$ cat config.mk
export PLATFORM = sky130hd
export DESIGN_NAME = conv1x1_scheduler
export DESIGN_NICKNAME = d
export VERILOG_FILES = /design/src/rtl/conv1x1_scheduler.sv
export SDC_FILE = /design/constraint.sdc
export NUM_CORES = 1
export LEC_CHECK = 0
export CORE_ASPECT_RATIO = 1.2
export CORE_UTILIZATION = 57
export CTS_CLUSTER_DIAMETER = 50
export DETAILED_ROUTE_END_ITERATION = 8
export MAX_ROUTING_LAYER = met4
export PLACE_DENSITY = 0.89
export SLEW_MARGIN = 30
export SYNTH_ARGS = -nofsm -noshare
export SYNTH_HDL_FRONTEND = slang
export SYNTH_SLANG_ARGS = --single-unit
$ cat constraint.sdc
create_clock -name clk -period 5.75 [get_ports clk]
set_input_delay 1.15 -clock clk [delete_from_list [all_inputs] [get_ports clk]]
set_output_delay 1.15 -clock clk [all_outputs]
set_load 0.1 [all_outputs]
$ cat src/rtl/conv1x1_scheduler.sv
// Sequencer for the 16-lane 1x1 convolution datapath: walks pixel/oc/group, issues memory
// reads, times i_data_valid/firstvalue/bias, and writes each group sweep's final sum.
module conv1x1_scheduler #(
    parameter int DATWIDTH     = 16,
    parameter int LANES        = 16,
    parameter int INPUTCHANNEL = 64,
    parameter int OUTCHANNEL   = 64,
    parameter int INPUTSIZE    = 55,
    parameter int MEM_LAT      = 1,
    parameter int RELU         = 1,
    localparam int GROUPS  = INPUTCHANNEL / LANES,
    localparam int PIXELS  = INPUTSIZE * INPUTSIZE,
    localparam int IMG_AW  = (PIXELS * GROUPS > 1) ? $clog2(PIXELS * GROUPS) : 1,
    localparam int KER_AW  = (OUTCHANNEL * GROUPS > 1) ? $clog2(OUTCHANNEL * GROUPS) : 1,
    localparam int BIAS_AW = (OUTCHANNEL > 1) ? $clog2(OUTCHANNEL) : 1,
    localparam int OUT_AW  = (PIXELS * OUTCHANNEL > 1) ? $clog2(PIXELS * OUTCHANNEL) : 1
) (
    input  logic                clk,
    input  logic                rst,
    input  logic                start,
    output logic                busy,
    output logic                done,
    output logic                img_rd_en,
    output logic [IMG_AW-1:0]   img_rd_addr,
    output logic                ker_rd_en,
    output logic [KER_AW-1:0]   ker_rd_addr,
    output logic [BIAS_AW-1:0]  bias_rd_addr,
    output logic                conv_data_valid,
    output logic                conv_firstvalue,
    input  logic [DATWIDTH-1:0] conv_result,
    input  logic                conv_result_valid,
    output logic                out_wr_en,
    output logic [OUT_AW-1:0]   out_wr_addr,
    output logic [DATWIDTH-1:0] out_wr_data
);

    localparam int GRP_W  = (GROUPS > 1) ? $clog2(GROUPS) : 1;
    localparam int PIX_W  = (PIXELS > 1) ? $clog2(PIXELS) : 1;
    localparam int WCNT_W = $clog2(PIXELS * OUTCHANNEL + 1);

    localparam logic [GRP_W-1:0]   GRP_LAST   = GRP_W'(GROUPS - 1);
    localparam logic [BIAS_AW-1:0] OC_LAST    = BIAS_AW'(OUTCHANNEL - 1);
    localparam logic [PIX_W-1:0]   PIX_LAST   = PIX_W'(PIXELS - 1);
    localparam logic [IMG_AW-1:0]  IMG_REWIND = IMG_AW'(GROUPS - 1);
    localparam logic [WCNT_W-1:0]  WR_TOTAL   = WCNT_W'(PIXELS * OUTCHANNEL);

    localparam logic [1:0] S_IDLE  = 2'd0;
    localparam logic [1:0] S_ISSUE = 2'd1;
    localparam logic [1:0] S_DRAIN = 2'd2;
    localparam logic [1:0] S_DONE  = 2'd3;

    // Bias must stay put from its group-0 issue until firstvalue samples it MEM_LAT+1 later.
    if (GROUPS < MEM_LAT + 2) begin : g_bad_groups
        $error("conv1x1_scheduler: GROUPS must be >= MEM_LAT+2");
    end
    if (INPUTCHANNEL % LANES != 0) begin : g_bad_lanes
        $error("conv1x1_scheduler: INPUTCHANNEL must be a multiple of LANES");
    end
    if (MEM_LAT < 1) begin : g_bad_lat
        $error("conv1x1_scheduler: MEM_LAT must be >= 1");
    end

    logic [1:0]          state_q, state_d;
    logic [GRP_W-1:0]    grp_q, grp_d;
    logic [BIAS_AW-1:0]  oc_q, oc_d;
    logic [PIX_W-1:0]    pix_q, pix_d;
    logic [IMG_AW-1:0]   img_addr_q, img_addr_d;
    logic [KER_AW-1:0]   ker_addr_q, ker_addr_d;
    logic [MEM_LAT-1:0]  vld_q, vld_d;
    logic [MEM_LAT:0]    first_q, first_d;
    logic [GRP_W-1:0]    rcnt_q, rcnt_d;
    logic [WCNT_W-1:0]   wr_cnt_q, wr_cnt_d;
    logic                out_wr_en_q, out_wr_en_d;
    logic [OUT_AW-1:0]   out_wr_addr_q, out_wr_addr_d;
    logic signed [DATWIDTH-1:0] out_wr_data_q, out_wr_data_d;

    logic issue;
    logic last_beat;
    logic pick;

    function automatic logic signed [DATWIDTH-1:0] relu_clamp(input logic signed [DATWIDTH-1:0] x);
        if ((RELU != 0) && x[DATWIDTH-1]) begin
            return '0;
        end
        return x;
    endfunction

    assign issue     = (state_q == S_ISSUE);
    assign last_beat = issue && (grp_q == GRP_LAST) && (oc_q == OC_LAST) && (pix_q == PIX_LAST);
    assign pick      = (state_q != S_IDLE) && conv_result_valid && (rcnt_q == GRP_LAST);

    always_comb begin
        state_d       = state_q;
        grp_d         = grp_q;
        oc_d          = oc_q;
        pix_d         = pix_q;
        img_addr_d    = img_addr_q;
        ker_addr_d    = ker_addr_q;
        rcnt_d        = rcnt_q;
        wr_cnt_d      = wr_cnt_q;
        out_wr_en_d   = 1'b0;
        out_wr_addr_d = out_wr_addr_q;
        out_wr_data_d = out_wr_data_q;

        case (state_q)
            S_IDLE: begin
                if (start) begin
                    state_d    = S_ISSUE;
                    grp_d      = '0;
                    oc_d       = '0;
                    pix_d      = '0;
                    img_addr_d = '0;
                    ker_addr_d = '0;
                    wr_cnt_d   = '0;
                end
            end
            S_ISSUE: begin
                if (last_beat) begin
                    state_d = S_DRAIN;
                end else if (grp_q == GRP_LAST) begin
                    grp_d = '0;
                    if (oc_q == OC_LAST) begin
                        // Last group of the last kernel: next pixel's base is one past here.
                        oc_d       = '0;
                        pix_d      = pix_q + 1'b1;
                        img_addr_d = img_addr_q + 1'b1;
                        ker_addr_d = '0;
                    end else begin
                        oc_d       = oc_q + 1'b1;
                        img_addr_d = img_addr_q - IMG_REWIND;
                        ker_addr_d = ker_addr_q + 1'b1;
                    end
                end else begin
                    grp_d      = grp_q + 1'b1;
                    img_addr_d = img_addr_q + 1'b1;
                    ker_addr_d = ker_addr_q + 1'b1;
                end
            end
            S_DRAIN: begin
                if (wr_cnt_q == WR_TOTAL) begin
                    state_d = S_DONE;
                end
            end
            default: begin
                state_d = S_IDLE;
            end
        endcase

        vld_d[0]   = issue;
        first_d[0] = issue && (grp_q == '0);
        for (int i = 1; i < MEM_LAT; i++) begin
            vld_d[i] = vld_q[i-1];
        end
        for (int i = 1; i <= MEM_LAT; i++) begin
            first_d[i] = first_q[i-1];
        end

        // Only the last partial sum of each group sweep reaches the output memory.
        if (state_q == S_IDLE) begin
            rcnt_d = '0;
        end else if (conv_result_valid) begin
            rcnt_d = (rcnt_q == GRP_LAST) ? '0 : rcnt_q + 1'b1;
        end
        if (pick) begin
            out_wr_en_d   = 1'b1;
            out_wr_addr_d = wr_cnt_q[OUT_AW-1:0];
            out_wr_data_d = relu_clamp(conv_result);
            wr_cnt_d      = wr_cnt_q + 1'b1;
        end
    end

    always_ff @(posedge clk) begin
        if (rst) begin
            state_q       <= S_IDLE;
            grp_q         <= '0;
            oc_q          <= '0;
            pix_q         <= '0;
            img_addr_q    <= '0;
            ker_addr_q    <= '0;
            vld_q         <= '0;
            first_q       <= '0;
            rcnt_q        <= '0;
            wr_cnt_q      <= '0;
            out_wr_en_q   <= 1'b0;
            out_wr_addr_q <= '0;
            out_wr_data_q <= '0;
        end else begin
            state_q       <= state_d;
            grp_q         <= grp_d;
            oc_q          <= oc_d;
            pix_q         <= pix_d;
            img_addr_q    <= img_addr_d;
            ker_addr_q    <= ker_addr_d;
            vld_q         <= vld_d;
            first_q       <= first_d;
            rcnt_q        <= rcnt_d;
            wr_cnt_q      <= wr_cnt_d;
            out_wr_en_q   <= out_wr_en_d;
            out_wr_addr_q <= out_wr_addr_d;
            out_wr_data_q <= out_wr_data_d;
        end
    end

    assign busy            = (state_q != S_IDLE);
    assign done            = (state_q == S_DONE);
    assign img_rd_en       = issue;
    assign ker_rd_en       = issue;
    assign img_rd_addr     = img_addr_q;
    assign ker_rd_addr     = ker_addr_q;
    assign bias_rd_addr    = oc_q;
    assign conv_data_valid = vld_q[MEM_LAT-1];
    assign conv_firstvalue = first_q[MEM_LAT];
    assign out_wr_en       = out_wr_en_q;
    assign out_wr_addr     = out_wr_addr_q;
    assign out_wr_data     = out_wr_data_q;

endmodule

==> impl_metrics.ini, run 1 <==
[power_and_ir_drop]
power_frac_comb_pct = 36.2
p_int_mw = 1.19
p_seq_share_pct = 38.2
switching_share_pct = 41.3
leakage_nw = 1.99
p_per_area_nw_per_um2 = 326
clkPwrFrac_pct = 25.6
vdd_ir_drop_max_mv = 0.155
switchingPower_uw = 838

[worst_setup_path]
crit_slowest_cell = clkdlybuf4s50_1
r2r-end = ker_rd_addr[6]
critPathCaptureType = output pin
crit_chain = inv_1 > ha_1 > inv_1 > clkdlybuf4s50_1
worst-path-buf-inv = 3
cp_max_fo = 10
regToRegSetupSlack_ns = 2.97
cp.required_ns = 4.60
max_stage_delay_ns = 1.15
reg2reg_from = state_q[1]
start_kind = flip-flop
crit_family = buffers and inverters
reg2reg_depth = 9
crit_type = reg2out
cp_data_arrival_time_ns = 2.50
cp_common_cell = inv_1

[timing]
slew_violations = 0
relSlewSlack_pct = 32.5
fin_crit_ns = 3.65
period_share_pct = 63.5
timing.fmax_mhz = 274
setup_viol = 0
worst_slew_pin_slew_ns = 1.01
rsz0062_at_grt = no
timing.final.ws_setup_ns = 2.10
finClkSkew_ns = 0.00767
tns_ns = 0
finalHoldViolCount = 0

[floorplanning]
die_w_um = 88.8
row_count = 37
io_pins = 89
die_area_um2 = 9420
die_h_um = 106
core-area_um2 = 8660
initial_core_util_pct = 59.5

[outcome]
status = complete, no violations

[routing]
wl_um = 13700
wl_per_cell_um = 16.7
antenna_left = 0
first_pass_iters = 5
drt-initial-drc-count = 493
drc_errors = 0
vias = 5230
routed_via_density = 6.36

[cells_and_area]
drive_above_1_share_pct = 5.39
nFillCells = 711
areaGrowthSynthToFinish_pct = 21.1
nNetsFinal = 735
num_antenna_cells = 0

[logic_synthesis]
synth_nets = 675
synth_ff_type = dfxtp_1
ys_ff_latch = 101
yosysUniqueCellTypes = 72
synth.area.top_cells = dfxtp_1 (39%), a21oi_1 (7.4%), nand2_1 (7.0%)
seq_area_frac_synth_pct = 39.3
synthTopCellsByCount = dfxtp_1 (101), nand2_1 (96), a21oi_1 (76), nor2_1 (33), clkbuf_1 (31)
syn_avg_cell_area_um2 = 8.04
synth_area_um2 = 5150
yosysMostFrequentCell = dfxtp_1
async_reset_ff_share_pct = 0
yosys_warnings = 0
syn_inst = 641
yosys.area.top_type_share_pct = 39.3
synth.largest_area_cell = dfxtp_1
synth_edf_count = 0

[placement]
gp_congestion = 0.956
dpl_worst_slack_ns = 2.11
dp_hpwl_um = 9110
port_buffers = 87

[min_path]
min_to = out_wr_data[8]
hold_start = out_wr_data[8]
hold_path.class = reg2reg
hold_depth = 2

[clock_network]
clk_path_buf_depth = 2
htree_levels = 3
cts.sinks = 101
cts_tree = yes
insertion_delay_ns = 0.37
holdBufCountCts = 0
path_clk_slew_ns = 0.09
cts_resized = 0
cts_inserted_buffers = 9
post_cts_buffers = 0
cts_root_buf = clkbuf_8

[grt]
grt_pass1_vias = 4911
overflow = 0
grt_pass1_wl_um = 22900
grt_start_max_net_pins = 77
grt.total_usage_pct = 31.1
antenna_found_initial = 0

[run]
cap_violations = 0
-- stage by stage --
step	utilization (%)	hold WS [ns]	cells	cell area [µm²]	total power [mW]
after floorplan	-	0.414	641	5150	1.35
after global placement	69.3	0.429	807	6000	1.49
after detailed placement	69.3	0.446	807	6000	1.51
after CTS	72.0	0.460	822	6230	2.02
after global routing	72.1	0.475	822	6240	2.11
final	72.1	0.458	822	6240	2.03
-- power groups by stage --
stage          logic, mW  clock network (mW)  registers [mW]
3_3_place_gp       0.703                   0           0.788
3_5_place_dp       0.720                   0           0.791
4_1_cts            0.725               0.524           0.774
6_report           0.737               0.520           0.776
2_1_floorplan      0.430                   0           0.919
5_1_grt            0.780               0.552           0.781
-- worst max-delay path by stage --
stage | start | end | slack (ns) | cells past startpoint
2_1_floorplan | state_q[1] | img_rd_addr[13] | 2.64 | 10
3_3_place_gp | start | pix_q[1] | 2.27 | 7
3_5_place_dp | start | pix_q[1] | 2.11 | 7
4_1_cts | state_q[0] | busy | 2.11 | 4
5_1_grt | state_q[1] | busy | 2.02 | 4
6_report | state_q[1] | busy | 2.10 | 4
-- area by class of cell --
type	count	area (µm²)	share of cell area [%]
clock inverter	4	80.1	1.28
sequential	101	2020	32.4
timing repair buffer	94	918	14.7
inverter	24	90.1	1.44
tap	117	146	2.35
multi-input combinational	471	2830	45.4
clock buffer	11	151	2.43
-- sequential cells by signal, summed over array words and instances (netlist names), 2 cells and up --
register,flops
out_wr_addr,18
wr_cnt_q,18
out_wr_data,15
img_rd_addr,14
pix_q,12
ker_rd_addr,8
bias_rd_addr,6
first_q,2
grp_q,2
rcnt_q,2
state_q,2
-- tightest hold or removal path, cell delays in order (launching register included) --
cell and delay (ns):
dfxtp_1 0.32, nand2_1 0.05, a21oi_1 0.05
-- layer usage --
metal  vias up  wire length (µm)  track usage (%)
li1       2448                 -                -
met4         0               365             12.2
met2       284              6740             49.5
met5         -                 0                -
met3        36              1060             6.13
met1      2462              5550             38.6
-- cells by family (layout without fill, tap and decap cells) --
kind of cell	after synthesis	after routing	share of synthesized area, %
compound gates	173	173	21.5
xor+xnor	8	8	1.36
fa+ha+maj	14	14	3.40
buf+inv	69	133	5.88
flops	101	101	39.3
mux	9	9	1.85
other cells	1	1	0.0728
simple gates	266	266	26.7
-- layout by cell type (no fill, tap or decap), types with 3 or more instances in the layout --
master / netlist / routed
nor4_1: 8 / 8
and2_1: 4 / 4
o21ai_0: 13 / 13
nand2_1: 96 / 96
a31oi_1: 6 / 6
a21oi_1: 76 / 76
xnor2_1: 7 / 7
inv_1: 23 / 23
nor2_1: 33 / 33
o311ai_0: 3 / 3
clkdlybuf4s50_1: 0 / 86
dfxtp_1: 101 / 101
mux2i_1: 5 / 5
nand2b_1: 4 / 4
a21boi_0: 3 / 3
nand3b_1: 18 / 18
o31a_1: 3 / 3
or3_1: 12 / 12
nand4_1: 13 / 13
o211ai_1: 5 / 5
o31ai_1: 8 / 8
o32ai_1: 4 / 4
buf_4: 4 / 7
ha_1: 14 / 14
clkbuf_8: 0 / 11
nor3_1: 18 / 18
a311oi_1: 7 / 7
and3_1: 6 / 6
a211oi_1: 5 / 5
nand3_1: 24 / 24
o21ai_1: 11 / 10
or4_1: 15 / 15
mux2_2: 4 / 4
o21ai_2: 2 / 3
Power figures use the tool's default switching activity.
==> run 2: changes to the inputs <==
CORE_UTILIZATION = 53   (was 57)
PLACE_DENSITY = 0.84   (was 0.89)
clock period = 3.6 ns   (was 5.75 ns; I/O delays follow)
==> impl_metrics.ini, run 2 (same netlist as run 1, synthesis figures left out) <==
[timing]
setup_viol = 0
relSlewSlack_pct = 31.6
finalHoldViolCount = 0
worst_slew_pin_slew_ns = 1.02
slew_violations = 0
period_share_pct = 79.2
rsz0062_at_grt = no
timing.fmax_mhz = 351
finClkSkew_ns = 0.0104
fin_crit_ns = 2.85
tns_ns = 0
whs_ns = 0.444

[worst_setup_path]
crit_end = pix_q[0]
cp_data_arrival_time_ns = 3.13
reg2reg_from = bias_rd_addr[0]
setup.worst_path.start = bias_rd_addr[0]
regToRegSetupSlack_ns = 0.75
start_kind = flip-flop
critPathCaptureType = flip-flop
r2r-end = pix_q[0]
reg2reg_depth = 8
cp.required_ns = 3.88
crit_type = reg2reg
cp_max_fo = 18

[floorplanning]
die_area_um2 = 10100
io_pins = 89
core-area_um2 = 9470
initial_core_util_pct = 54.4
die_h_um = 110
die_w_um = 92.0
row_count = 39

[routing]
routed_via_density = 6.13
vias = 5108
drc_errors = 0
antenna_left = 0
wl_um = 13400
first_pass_iters = 4
wl_per_cell_um = 16.0
drt-initial-drc-count = 270

[power_and_ir_drop]
power_frac_comb_pct = 34.5
p_int_mw = 2.02
switchingPower_mw = 1.36
p_per_area_nw_per_um2 = 535
clkPwrFrac_pct = 29.0
switching_share_pct = 40.3
p_seq_share_pct = 36.6
vdd_ir_drop_max_mv = 0.336
leakage_nw = 2.05

[grt]
grt.total_usage_pct = 27.9
overflow = 0
antenna_found_initial = 0
grt_pass1_wl_um = 22000
grt_start_max_net_pins = 76
grt_pass1_vias = 4724

[cells_and_area]
layout_commonest_cell = dfxtp_1
nNetsFinal = 739
layout_common_cells = dfxtp_1 (101), nand2_1 (96), clkdlybuf4s50_1 (77)
num_antenna_cells = 0
areaGrowthSynthToFinish_pct = 22.5
nFillCells = 803
final_area_um2 = 6310
drive_above_1_share_pct = 7.04
seqCellArea_um2 = 2020
multi_input_area_um2 = 2830

[min_path]
hold_path.class = reg2reg

[outcome]
status = complete, no violations

[placement]
port_buffers = 87
placed_cell_area_um2 = 6020
gp_congestion = 0.950
dp_hpwl_um = 9070

[clock_network]
cts_tree = yes
insertion_delay_ns = 0.35
path_clk_slew_ns = 0.07
clk_path_buf_depth = 2
cts_root_buf = clkbuf_16
cts.sinks = 101
htree_levels = 3
post_cts_buffers = 0
cts_inserted_buffers = 9
holdBufCountCts = 0
cts_resized = 0

[run]
cap_violations = 0
-- run 2: cell types whose count changed in the layout (fill, tap and decap cells not counted), sizes merged --
cell           change
buf               +13
clkinv             +3
clkdlybuf4s50      -9
bufinv             -1
clkbuf             -1
-- run 2: worst max-delay path, stage by stage (launching register included) --
cell and delay, ns:
dfxtp_1 0.40, ha_1 0.21, nand3_1 0.23, or4_1 0.61
o21ai_2 0.55, buf_4 0.33, o21ai_1 0.09, buf_4 0.22
mux2i_1 0.14
-- run 2: stage by stage --
step           setup slack (ns)  utilization [%]  power [mW]  cells
6_report                  0.748             66.7        3.38    833
5_1_grt                   0.524             66.7        3.53    833
4_1_cts                   0.763             66.7        3.38    833
3_5_place_dp              0.737             63.6        2.41    817
3_3_place_gp              0.760             63.6        2.39    817
2_1_floorplan             0.489                -        2.15    641
-- run 2: worst min path at each step --
stage                     from    endpoint  slack, ns  cells after the start
finish              first_q[0]  first_q[1]       0.44                      1
global route        first_q[0]  first_q[1]       0.47                      1
CTS                 first_q[0]  first_q[1]       0.45                      1
detailed placement  first_q[0]  first_q[1]       0.44                      1
global placement    first_q[0]  first_q[1]       0.42                      1
floorplan           first_q[0]  first_q[1]       0.41                      1
-- run 2: area by class of cell --
type / instances / share of cell area, %
multi-input cells: 471 / 44.8
clock buffers: 10 / 3.63
flip-flops and latches: 101 / 32.0
inverters: 24 / 1.43
repair buffers: 98 / 14.7
well taps: 123 / 2.44
clock inverters: 6 / 0.991
-- run 2: per-layer routing --
layer	global-route usage [%]	share of wire, %	vias up
met1	31.4	42	2422
met5	-	0	-
li1	-	-	2463
met4	13.2	2.0	0
met3	6.31	6.0	26
met2	47.1	50	197
-- run 2: power groups by stage --
stage | Sequential, mW | Clock [mW] | Combinational [mW]
global placement | 1.26 | 0 | 1.13
CTS | 1.23 | 0.988 | 1.16
global route | 1.25 | 1.04 | 1.24
floorplan | 1.47 | 0 | 0.686
finish | 1.24 | 0.978 | 1.16
detailed placement | 1.26 | 0 | 1.15
